===== src/rtl/spi_arbiter.sv =====
// Three-requester round-robin arbiter in front of a single SPI master.
// Optional transaction timeout/abort is enabled by defining SPI_ARB_TIMEOUT_EN.
module spi_arbiter #(
  parameter int TIMEOUT_CYCLES = 4096
) (
  input  logic        BOARD_CLOCK,
  input  logic        RST,
  input  logic [2:0]  REQ_I,
  input  logic [95:0] CMD_I,
  input  logic [5:0]  SEL_I,
  output logic [2:0]  ACK_O,
  output logic        ERR_O,
  output logic [31:0] RDATA_O,
  output logic        BUSY_O,
  output logic [31:0] SPI_I_O,
  output logic [1:0]  SPI_SEL_O,
  output logic        SPI_STAR_O,
  input  logic        SPI_DONE_I,
  input  logic [31:0] SPI_O_I
);

  typedef enum logic [1:0] {IDLE, START, RELEASE, ACK} state_t;

  state_t      r_state;
  logic [1:0]  r_last;
  logic [1:0]  r_win;
  logic [2:0]  r_ack;
  logic [31:0] r_rdata;
  logic [31:0] r_cmd;
  logic [1:0]  r_sel;
  logic        r_star;

  logic [1:0]  w_c0, w_c1, w_c2, w_win;
  logic [31:0] w_cmd;
  logic [1:0]  w_sel;
  logic        w_any;

  function automatic logic [1:0] rr_next(input logic [1:0] g);
    return (g >= 2'd2) ? 2'd0 : g + 2'd1;
  endfunction

  // Search order starts just after the previous winner and wraps 2 -> 0.
  always_comb begin
    w_c0  = rr_next(r_last);
    w_c1  = rr_next(w_c0);
    w_c2  = rr_next(w_c1);
    w_any = |REQ_I;
    if (REQ_I[w_c0])      w_win = w_c0;
    else if (REQ_I[w_c1]) w_win = w_c1;
    else                  w_win = w_c2;
  end

  always_comb begin
    case (w_win)
      2'd1:    begin w_cmd = CMD_I[63:32]; w_sel = SEL_I[3:2]; end
      2'd2:    begin w_cmd = CMD_I[95:64]; w_sel = SEL_I[5:4]; end
      default: begin w_cmd = CMD_I[31:0];  w_sel = SEL_I[1:0]; end
    endcase
  end

`ifdef SPI_ARB_TIMEOUT_EN
  logic [15:0] r_cnt;
  logic        r_err;
  logic        w_tmo;
  assign w_tmo = (r_cnt == 16'(TIMEOUT_CYCLES - 1));
  assign ERR_O = r_err;
`else
  logic w_unused;
  assign w_unused = ^(16'(TIMEOUT_CYCLES));
  assign ERR_O    = 1'b0;
`endif

  always_ff @(posedge BOARD_CLOCK) begin
    if (RST) begin
      r_state <= IDLE;
      r_star  <= 1'b0;
      r_ack   <= 3'b000;
      r_rdata <= 32'd0;
      r_cmd   <= 32'd0;
      r_sel   <= 2'd0;
      r_last  <= 2'd2;
      r_win   <= 2'd0;
`ifdef SPI_ARB_TIMEOUT_EN
      r_cnt   <= 16'd0;
      r_err   <= 1'b0;
`endif
    end else begin
      r_ack <= 3'b000;
`ifdef SPI_ARB_TIMEOUT_EN
      r_err <= 1'b0;
`endif
      case (r_state)
        IDLE: begin
          // A done level still high here is stale; wait for it to clear.
          if (w_any && !SPI_DONE_I) begin
            r_win   <= w_win;
            r_last  <= w_win;
            r_cmd   <= w_cmd;
            r_sel   <= w_sel;
            r_star  <= 1'b1;
            r_state <= START;
`ifdef SPI_ARB_TIMEOUT_EN
            r_cnt   <= 16'd0;
`endif
          end
        end
        START: begin
`ifdef SPI_ARB_TIMEOUT_EN
          r_cnt <= r_cnt + 16'd1;
          if (w_tmo) begin
            r_star  <= 1'b0;
            r_ack   <= 3'(1) << r_win;
            r_err   <= 1'b1;
            r_state <= ACK;
          end else
`endif
          if (SPI_DONE_I) begin
            r_rdata <= SPI_O_I;
            r_star  <= 1'b0;
            r_state <= RELEASE;
          end
        end
        RELEASE: begin
`ifdef SPI_ARB_TIMEOUT_EN
          r_cnt <= r_cnt + 16'd1;
          if (w_tmo) begin
            r_ack   <= 3'(1) << r_win;
            r_err   <= 1'b1;
            r_state <= ACK;
          end else
`endif
          if (!SPI_DONE_I) begin
            r_ack   <= 3'(1) << r_win;
            r_state <= ACK;
          end
        end
        ACK:     r_state <= IDLE;
        default: r_state <= IDLE;
      endcase
    end
  end

  assign ACK_O      = r_ack;
  assign RDATA_O    = r_rdata;
  assign BUSY_O     = (r_state != IDLE);
  assign SPI_I_O    = r_cmd;
  assign SPI_SEL_O  = r_sel;
  assign SPI_STAR_O = r_star;

endmodule


===== config.mk =====
export PLATFORM = sky130hd
export DESIGN_NAME = spi_arbiter
export DESIGN_NICKNAME = d
export VERILOG_FILES = /design/src/rtl/spi_arbiter.sv
export SDC_FILE = /design/constraint.sdc
export NUM_CORES = 1
export LEC_CHECK = 0
export BUFFER_PORTS_ARGS = -buffer_cell sky130_fd_sc_hd__buf_2
export CAP_MARGIN = 30
export CORE_UTILIZATION = 44
export DETAILED_ROUTE_END_ITERATION = 10
export PLACE_DENSITY = 0.83
export SETUP_SLACK_MARGIN = 0.15
export SLEW_MARGIN = 20
export SYNTH_ARGS = -nofsm -noshare
export SYNTH_HDL_FRONTEND = slang
export SYNTH_SLANG_ARGS = --single-unit

===== constraint.sdc =====
create_clock -name BOARD_CLOCK -period 3.8 [get_ports BOARD_CLOCK]
set_input_delay 0.76 -clock BOARD_CLOCK [delete_from_list [all_inputs] [get_ports BOARD_CLOCK]]
set_output_delay 0.76 -clock BOARD_CLOCK [all_outputs]
set_load 0.005 [all_outputs]

==> flow_metrics.py, run 1 <==
metrics = {
    "run_status": {
        "status": "finished, final reports clean",
    },
    "layout": {
        "antenna_cells": 0,
        "fin_util_pct": 62.47,
        "final_cell_mix": "210 x buf_2, 99 x nand2_1, 75 x dfxtp_1",
        "final_cell_count_no_fill": 688,
        "drive_gt1_share_pct": 40.92,
        "nNetsFinal": 730,
        "area_delta_synth_final_pct": 36.73,
        "final_common_cell": "buf_2",
    },
    "clock_tree": {
        "root_buffer": "clkbuf_8",
        "clock_sinks": 75,
        "h-tree-depth": 3,
        "cts_buffer_depth": 2,
        "clk_pin_slew_ps": 90,
        "numCtsBuffers": 9,
        "clk-insertion-delay-late_ps": 350,
        "cts_tree": "done",
        "postCtsSetupRepairBufs": 0,
        "cts_resized": 0,
        "cts_hold_buf": 0,
    },
    "logic_synthesis": {
        "synth_area_per_cell_um2": 8.500,
        "yosysSeqAreaShare_pct": 45.06,
        "postSynthCellCount": 392,
        "synth-simple-area-share_pct": 16.52,
        "ys_ff_latch": 75,
        "synth-edff-count": 0,
        "synthesis.area_um2": 3332,
        "syn_nets": 538,
        "synth_top_family_by_area": "compound AO/OA/AOI/OAI gates",
        "yosys-top-cells-area": "dfxtp_1 45%, nand2_1 11%, a22o_1 8.9%",
        "synthXorXnorAreaFrac_pct": 0,
        "synth-compound-area-share_pct": 28.88,
        "ys.flop_type": "dfxtp_1",
        "muxShareOfSynthArea_pct": 0.6384,
        "synth_cell_types": 33,
        "async_reset_ff_share_pct": 0,
        "yosysTopAreaCell": "dfxtp_1",
        "synth_fa_ha_area_share_pct": 2.253,
        "yosys_warnings": 0,
        "synth_top_cell_area_share_pct": 45.06,
    },
    "critical_path": {
        "cp_max_fo": 68,
        "cp-end-kind": "flip-flop",
        "critPathKind": "in -> reg",
        "start_kind": "primary input",
        "arrival_ps": 2750,
        "crit_required_ps": 4040,
    },
    "global_route": {
        "grt_pass1_wl_um": 13570,
        "track_usage_pct": 22.29,
        "overflow": 0,
        "grt_pass1_vias": 3048,
        "antenna_found_initial": 0,
        "grt_max_degree": 69,
    },
    "floorplan": {
        "rows": 31,
        "fp.dieW_um": 89.02,
        "floorplan.die.height_um": 89.02,
        "start_util_pct": 45.69,
        "num_io_pins": 212,
        "design.die.area_um2": 7925,
        "coreArea_um2": 7292,
    },
    "sta": {
        "fin_tns_setup_ps": 0,
        "tightestPinTransition_ps": 801.1,
        "finClkSkew_ps": 15.01,
        "rsz0062_at_grt": "no",
        "finalWorstSetupSlack_ps": 1290,
        "setup_viol": 0,
        "finalCritPeriodShare_pct": 66.05,
        "fin_crit_ps": 2510,
        "fmax_mhz": 398.4,
        "finalHoldViolCount": 0,
        "holdWs_ps": 455.0,
        "maxSlewHeadroom_pct": 46.47,
        "slew_viol_final": 0,
    },
    "placement": {
        "place.gp.congestion": 0.8266,
        "port_buffers": 210,
        "dp_slack_ps": 919.2,
        "place_inst": 671,
        "dp_hpwl_um": 6839,
    },
    "power": {
        "powerDensity_nw_per_um2": 545.3,
        "p_leak_nw": 2.209,
        "ir_worst_vdd_v": 0.0003277,
    },
    "job": {
        "maxCapViolations": 0,
    },
    "hold_path": {
        "holdCritPathClass": "reg -> reg",
    },
    "route": {
        "route.detailed.drc": 0,
        "ant_nets": 0,
        "wl_um": 9354,
        "avgRoutedWirePerCell_um": 13.60,
        "drt_iter0_drc": 125,
        "first_pass_iters": 4,
        "routed_via_density": 5.064,
        "via_count": 3484,
    },
}
-- registers in the layout (all words and copies together), names as in the netlist --
name	count
r_state	2
r_last	2
r_win	1
SPI_SEL_O	2
SPI_STAR_O	1
ACK_O	3
RDATA_O	32
SPI_I_O	32
-- synthesized netlist by cell type, types with 2 or more instances --
| master | count |
|---|---|
| a211oi_1 | 2 |
| a21oi_1 | 34 |
| a22o_1 | 34 |
| a22oi_1 | 34 |
| buf_1 | 3 |
| buf_2 | 12 |
| buf_6 | 6 |
| clkbuf_1 | 13 |
| dfxtp_1 | 75 |
| ha_1 | 6 |
| inv_1 | 5 |
| nand2_1 | 99 |
| nand2b_1 | 2 |
| nor2_1 | 6 |
| nor2b_1 | 3 |
| nor3_1 | 3 |
| nor3_4 | 2 |
| nor3b_1 | 2 |
| o21ai_0 | 36 |
| or3b_1 | 2 |
-- power breakdown --
part	total, mW	internal [mW]	switching [mW]
clock	0.568	0.247	0.321
combinational	0.910	0.393	0.516
sequential	1.01	0.929	0.0780
total	2.48	1.57	0.915
-- path summary, 6_finish.rpt --
check	depth (start not counted)	slack, ps	start	end
max reg2reg	7	1420	r_last[0]$_SDFFE_PP0P_	SPI_I_O[10]$_SDFFE_PP0P_
min	2	450	RDATA_O[15]$_SDFFE_PP0P_	RDATA_O[15]$_SDFFE_PP0P_
max	8	1290	REQ_I[0]	SPI_I_O[10]$_SDFFE_PP0P_
min reg2reg	2	450	RDATA_O[15]$_SDFFE_PP0P_	RDATA_O[15]$_SDFFE_PP0P_
-- metrics by stage --
step | area, µm² | power, mW
after floorplan | 3332 | 1.624
after global placement | 4344 | 1.879
after detailed placement | 4359 | 1.927
after CTS | 4541 | 2.503
after global routing | 4556 | 2.664
final | 4556 | 2.484
-- logic make-up after synthesis --
logic type,count (synthesis)
multiplexers,2
AND/OR/NAND/NOR,123
other,1
flip-flops,75
adder cells (fa/ha/maj),6
buffers and inverters,41
AO/OA/AOI/OAI,144
-- cell type report --
| cell class | count | area [µm²] |
|---|---|---|
| Tap cell | 99 | 123.9 |
| Multi-Input combinational cell | 276 | 1615 |
| Inverter | 6 | 22.52 |
| Clock buffer | 9 | 123.9 |
| Sequential cell | 75 | 1501 |
| Timing Repair Buffer | 216 | 1111 |
| Clock inverter | 7 | 57.56 |
| Fill cell | 680 | 2736 |
-- routing by layer --
layer	vias to the layer above	share of wire [%]	track usage [%]
met1	1567	41	23.84
li1	1761	-	-
met4	0	1.9	11.26
met5	-	0	0
met2	142	50	41.19
met3	14	7.0	5.078
-- critical path, cell delays in order --
cell     delay, ps
buf_2          130
or3b_1         370
a21oi_1        140
a31oi_1         90
ha_2           350
buf_4          450
o21ai_0        210
a22o_1         230
No activity file was read; power rests on OpenSTA's default activity.
==> run 2: changes to the inputs <==
CORE_UTILIZATION = 38   (was 44)
PLACE_DENSITY = 0.76   (was 0.83)
clock period = 2.2 ns   (was 3.8 ns; I/O delays follow)
==> run 2 against run 1 <==
Count of clock-buffer cells in the layout stayed put. Largest cell class unchanged. Combinational power is 89% higher. Worst hold slack worse by 130 ps. Sequential power is 73% higher. Critical path depth stayed put. Core utilization is 5.0 points lower. Flip-flop and latch count stayed put. Global-route usage is 1.7 points lower. Largest power group unchanged. Die area is 15% higher. Clock skew is 5.9 ps lower. Critical path type is now reg -> reg. Sequential share of layout area is 1.6 points lower. Routed wire length is 3.4% higher.
==> flow_metrics.py, run 2 (synthesis results as in run 1) <==
metrics = {
    "layout": {
        "fin_util_pct": 57.52,
        "area_delta_synth_final_pct": 43.97,
        "final_cell_mix": "210 x buf_2, 99 x nand2_1, 74 x dfxtp_1",
        "nFillCells": 778,
        "antenna_cells": 0,
        "final_cell_area_um2": 4797,
        "final_common_cell": "buf_2",
        "drive_gt1_share_pct": 42.71,
        "nNetsFinal": 738,
    },
    "clock_tree": {
        "h-tree-depth": 3,
        "numCtsBuffers": 9,
        "clock_sinks": 75,
        "root_buffer": "clkbuf_8",
        "clk-insertion-delay-late_ps": 350,
        "clk_pin_slew_ps": 80,
        "cts_hold_buf": 0,
        "cts_buffer_depth": 2,
        "cts_tree": "done",
    },
    "route": {
        "routed_via_density": 5.081,
        "avgRoutedWirePerCell_um": 13.78,
        "route.detailed.drc": 0,
        "wl_um": 9671,
        "via_count": 3567,
        "ant_nets": 0,
        "drt_iter0_drc": 117,
        "first_pass_iters": 5,
    },
    "sta": {
        "setup_viol": 0,
        "fin_crit_ps": 2006,
        "holdWs_ps": 320.0,
        "fmax_mhz": 498.6,
        "finalCritPeriodShare_pct": 91.17,
        "finalHoldViolCount": 0,
        "rsz0062_at_grt": "yes",
        "fin_tns_setup_ps": 0,
        "finClkSkew_ps": 9.147,
        "slew_viol_final": 0,
    },
    "power": {
        "p_leak_nw": 2.301,
        "ir_worst_vdd_v": 0.0005448,
        "powerDensity_nw_per_um2": 994.3,
    },
    "critical_path": {
        "cp-end-kind": "flip-flop",
        "start_kind": "flip-flop",
        "cp_max_fo": 34,
        "crit_required_ps": 2440,
        "critPathKind": "reg -> reg",
        "arrival_ps": 2240,
    },
    "placement": {
        "place.gp.congestion": 0.7778,
        "port_buffers": 210,
        "dp_hpwl_um": 6977,
        "place_area_um2": 4469,
    },
    "floorplan": {
        "floorplan.die.height_um": 95.64,
        "fp.dieW_um": 95.64,
        "start_util_pct": 39.95,
        "rows": 33,
        "num_io_pins": 212,
        "design.die.area_um2": 9147,
        "coreArea_um2": 8341,
    },
    "global_route": {
        "antenna_found_initial": 0,
        "grt_pass1_vias": 3335,
        "overflow": 0,
        "grt_max_degree": 35,
        "track_usage_pct": 20.64,
        "grt_pass1_wl_um": 14670,
    },
    "job": {
        "maxCapViolations": 0,
    },
    "hold_path": {
        "holdCritPathClass": "in -> reg",
    },
    "run_status": {
        "status": "finished, final reports clean",
    },
}
-- run 2: cell count changes in the layout (fill, tap and decap cells not counted), moves of 2 or more --
cell	delta
bufinv_16	+3
buf_8	-2
buf_4	+5
buf_12	+4
o21ai_0	-6
o21ai_1	+6
ha_4	+2
a22oi_1	-2
a22oi_2	+2
-- run 2: through the flow --
| stage | cells | worst slack, ps | total power, mW |
|---|---|---|---|
| floorplan | 392 | 153.1 | 2.840 |
| global placement | 685 | 30.94 | 3.378 |
| detailed placement | 685 | -8.230 | 3.435 |
| CTS | 701 | 181.3 | 4.761 |
| global route | 702 | 105.9 | 5.102 |
| finish | 702 | 194.3 | 4.770 |
-- run 2: metal layers --
metal | wire length, µm | vias to the layer above | share of wire (%) | GRT usage [%]
li1 | - | 1775 | - | -
met1 | 3815 | 1615 | 39 | 22.36
met2 | 4809 | 167 | 50 | 38.21
met3 | 915 | 10 | 9.5 | 4.785
met4 | 130 | 0 | 1.3 | 8.582
met5 | 0 | - | 0 | 0
-- run 2: critical path, stage by stage (launching register included) --
cell	delay, ps
dfxtp_4	380
or3b_1	370
a21oi_2	200
a31oi_4	70
ha_4	190
buf_12	160
a22oi_1	210
o21ai_0	100
a22o_1	200
-- run 2: cell type report --
class	instances	area (µm²)	share of cell area, %
repair buffers	224	1224	25.51
multi-input cells	276	1667	34.74
clock inverters	7	123.9	2.582
inverters	6	22.52	0.4695
well taps	105	131.4	2.739
clock buffers	9	123.9	2.582
flip-flops and latches	75	1505	31.38
-- run 2: report_power, final --
part	leakage [nW]	switching (mW)	internal [mW]
logic	1.57	0.930	0.788
clock network	0.120	0.542	0.763
registers	0.612	0.139	1.61
-- run 2: what timing repair did --
item,4_1_cts,5_1_grt
setup buffers,0,0
gates resized for setup,2,13
cloned,0,1
setup endpoints to repair,4,33
pin swaps,0,1
-- run 2: path summary, 6_finish.rpt --
kind                       startpoint                  endpoint  slack (ps)  cells after the start
min                       SPI_O_I[19]  RDATA_O[19]$_SDFFE_PP0P_         320                      3
min reg2reg  RDATA_O[19]$_SDFFE_PP0P_  RDATA_O[19]$_SDFFE_PP0P_         450                      2
max            r_last[0]$_SDFFE_PP0P_  SPI_I_O[16]$_SDFFE_PP0P_         190                      8
max reg2reg    r_last[0]$_SDFFE_PP0P_  SPI_I_O[16]$_SDFFE_PP0P_         190                      8
==> run 3: changes to the inputs <==
ABC_AREA = 1   (was not set)
CORE_UTILIZATION = 39   (was 38)
PLACE_DENSITY = 0.77   (was 0.76)
==> run 3 against run 2 <==
Combinational power grew 58%. Maximum frequency increased by 4.8%. Non-clock buffer count shrank 3. Sequential share of layout area shrank 0.14 points. Critical path type unchanged. Critical endpoint is now SPI_I_O[14]$_SDFFE_PP0P_. Largest cell class unchanged. Largest power group is now combinational logic.
==> flow_metrics.py, run 3 <==
metrics = {
    "job": {
        "maxCapViolations": 0,
    },
    "logic_synthesis": {
        "muxShareOfSynthArea_pct": 0,
        "yosys-top-cells-area": "dfxtp_1 44%, nand2_1 10%, a22o_1 8.6%",
        "yosysTopAreaCell": "dfxtp_1",
        "synth_area_per_cell_um2": 7.469,
        "synthXorXnorAreaFrac_pct": 0,
        "synth-simple-area-share_pct": 20.20,
        "synth_fa_ha_area_share_pct": 2.180,
        "synth_top_cell_area_share_pct": 43.60,
        "ys_ff_latch": 75,
        "synth-edff-count": 0,
        "synth-compound-area-share_pct": 25.91,
        "synth_cell_types": 24,
        "yosys.cell_count.top_type": "nand2_1",
        "yosysSeqAreaShare_pct": 43.60,
        "synth_top_family_by_area": "compound AO/OA/AOI/OAI gates",
        "synthesis.area_um2": 3443,
        "synthTopCellsByCount": "95 x nand2_1, 75 x dfxtp_1, 74 x nor2_1",
        "postSynthCellCount": 461,
        "yosys_warnings": 0,
        "syn_nets": 607,
        "ys.flop_type": "dfxtp_1",
        "async_reset_ff_share_pct": 0,
    },
    "clock_tree": {
        "clk-insertion-delay-late_ps": 350,
        "root_buffer": "clkbuf_8",
        "clk_pin_slew_ps": 90,
        "h-tree-depth": 3,
        "cts_resized": 0,
        "cts_hold_buf": 0,
        "cts_tree": "done",
        "clock_sinks": 75,
        "postCtsSetupRepairBufs": 0,
        "cts_buffer_depth": 2,
        "numCtsBuffers": 9,
    },
    "sta": {
        "slew_viol_final": 0,
        "rsz0062_at_grt": "no",
        "setup_viol": 0,
        "finClkSkew_ps": 11.02,
        "fin_tns_setup_ps": 0,
        "fin_crit_ps": 1913,
        "holdWs_ps": 341.1,
        "finalCritPeriodShare_pct": 86.97,
        "fmax_mhz": 522.7,
        "finalHoldViolCount": 0,
    },
    "critical_path": {
        "cp_max_fo": 34,
        "arrival_ps": 2140,
        "cp-end-kind": "flip-flop",
        "start_kind": "flip-flop",
        "crit_required_ps": 2420,
        "critPathKind": "reg -> reg",
    },
    "power": {
        "p_clk_share_pct": 17.7,
        "p_comb_share_pct": 48.3,
        "p_leak_nw": 2.427,
        "total_power_mw": 5.631,
        "powerDensity_nw_per_um2": 1169,
        "p_switching_mw": 2.286,
        "ir_worst_vdd_v": 0.0006856,
        "pwr-share-seq_pct": 34.0,
        "intPower_mw": 3.344,
        "swShare_pct": 40.61,
    },
    "route": {
        "first_pass_iters": 4,
        "via_count": 3788,
        "avgRoutedWirePerCell_um": 13.27,
        "wl_um": 10180,
        "routed_via_density": 4.939,
        "ant_nets": 0,
        "route.detailed.drc": 0,
        "drt_iter0_drc": 107,
    },
    "global_route": {
        "grt.met3_usage_pct": 4.976,
        "track_usage_pct": 21.49,
        "grt.busiest_layer": "met2",
        "grt_pass1_vias": 3464,
        "overflow": 0,
        "global_route.usage.met1_pct": 22.42,
        "grt_max_degree": 53,
        "grt_use_met2_pct": 40.95,
        "antenna_found_initial": 0,
        "grt_pass1_wl_um": 15180,
    },
    "layout": {
        "final_cell_mix": "210 x buf_2, 95 x nand2_1, 73 x dfxtp_1",
        "area_delta_synth_final_pct": 39.83,
        "drive_gt1_share_pct": 37.46,
        "nNetsFinal": 803,
        "final_common_cell": "buf_2",
        "antenna_cells": 0,
        "nFillCells": 823,
    },
    "placement": {
        "dp_hpwl_um": 7213,
        "place.gp.congestion": 0.8319,
        "port_buffers": 210,
    },
    "run_status": {
        "status": "finished, final reports clean",
    },
    "floorplan": {
        "coreArea_um2": 8382,
        "start_util_pct": 41.08,
        "floorplan.die.height_um": 95.96,
        "fp.dieW_um": 95.96,
        "design.die.area_um2": 9208,
        "rows": 33,
        "num_io_pins": 212,
    },
    "hold_path": {
        "holdCritPathClass": "in -> reg",
    },
}
run 3: changes by cell type after synthesis, sizes merged, moves of 4 or more:
cell,previous run,this run
a21oi,34,5
o21ai,36,68
a22oi,34,0
a31oi,1,34
inv,6,22
clkbuf,13,17
nor2,7,75
nor3,5,1
nand3,0,5
run 3: path summary, 6_finish.rpt:
check                           cells past startpoint                        to               startpoint  slack [ps]
worst max-delay path                               11  SPI_I_O[14]$_SDFFE_PP0P_   r_last[0]$_SDFFE_PP0P_         290
worst min-delay path                                2     r_win[1]$_SDFFE_PP0P_                      RST         340
worst max register to register                     11  SPI_I_O[14]$_SDFFE_PP0P_   r_last[0]$_SDFFE_PP0P_         290
worst min register to register                      2   SPI_STAR_O$_SDFFE_PP0P_  SPI_STAR_O$_SDFFE_PP0P_         470
run 3: critical path, stage by stage (launching register included):
cell	delay (ps)
dfxtp_2	360
nor2_2	160
nand2_1	90
nand2_1	100
nor2_2	60
a21oi_2	180
inv_1	60
ha_1	230
buf_12	170
a22o_1	230
nand2_1	60
a31oi_1	80
run 3: area by class of cell:
type	instances	area [µm²]	area share (%)
repair buffers	221	1231	25.57
multi-input cells	327	1678	34.85
clock inverters	7	60.06	1.247
inverters	23	86.33	1.793
flip-flops and latches	75	1504	31.24
well taps	105	131.4	2.729
clock buffers	9	123.9	2.573
run 3: logic make-up (layout without fill, tap and decap cells):
kind of cell,count (synthesis),in the layout
flops,75,75
compound gates,143,143
other cells,1,1
buf+inv,59,260
fa+ha+maj,6,6
simple gates,177,177
run 3: metrics by stage:
step | instance area, µm² | worst slack (ps) | cells | util (%)
2_1_floorplan | 3443 | 249.0 | 461 | -
3_3_place_gp | 4567 | 239.4 | 749 | 54.49
3_5_place_dp | 4567 | 153.1 | 749 | 54.49
4_1_cts | 4751 | 210.4 | 765 | 56.68
5_1_grt | 4815 | 161.6 | 767 | 57.44
6_report | 4815 | 286.7 | 767 | 57.44
run 3: per-layer routing:
metal | up-vias | routed length, µm
met5 | - | 0
met4 | 0 | 168
met3 | 13 | 758
met2 | 171 | 5169
met1 | 1649 | 4082
li1 | 1955 | -
run 3: power by group through the flow:
| stage | logic (mW) | registers, mW | clock network [mW] |
|---|---|---|---|
| after floorplan | 1.64 | 1.96 | 0 |
| after global placement | 2.52 | 1.93 | 0 |
| after detailed placement | 2.59 | 1.94 | 0 |
| after CTS | 2.60 | 1.91 | 1.04 |
| after global routing | 3.05 | 1.96 | 1.09 |
| final | 2.72 | 1.91 | 0.998 |
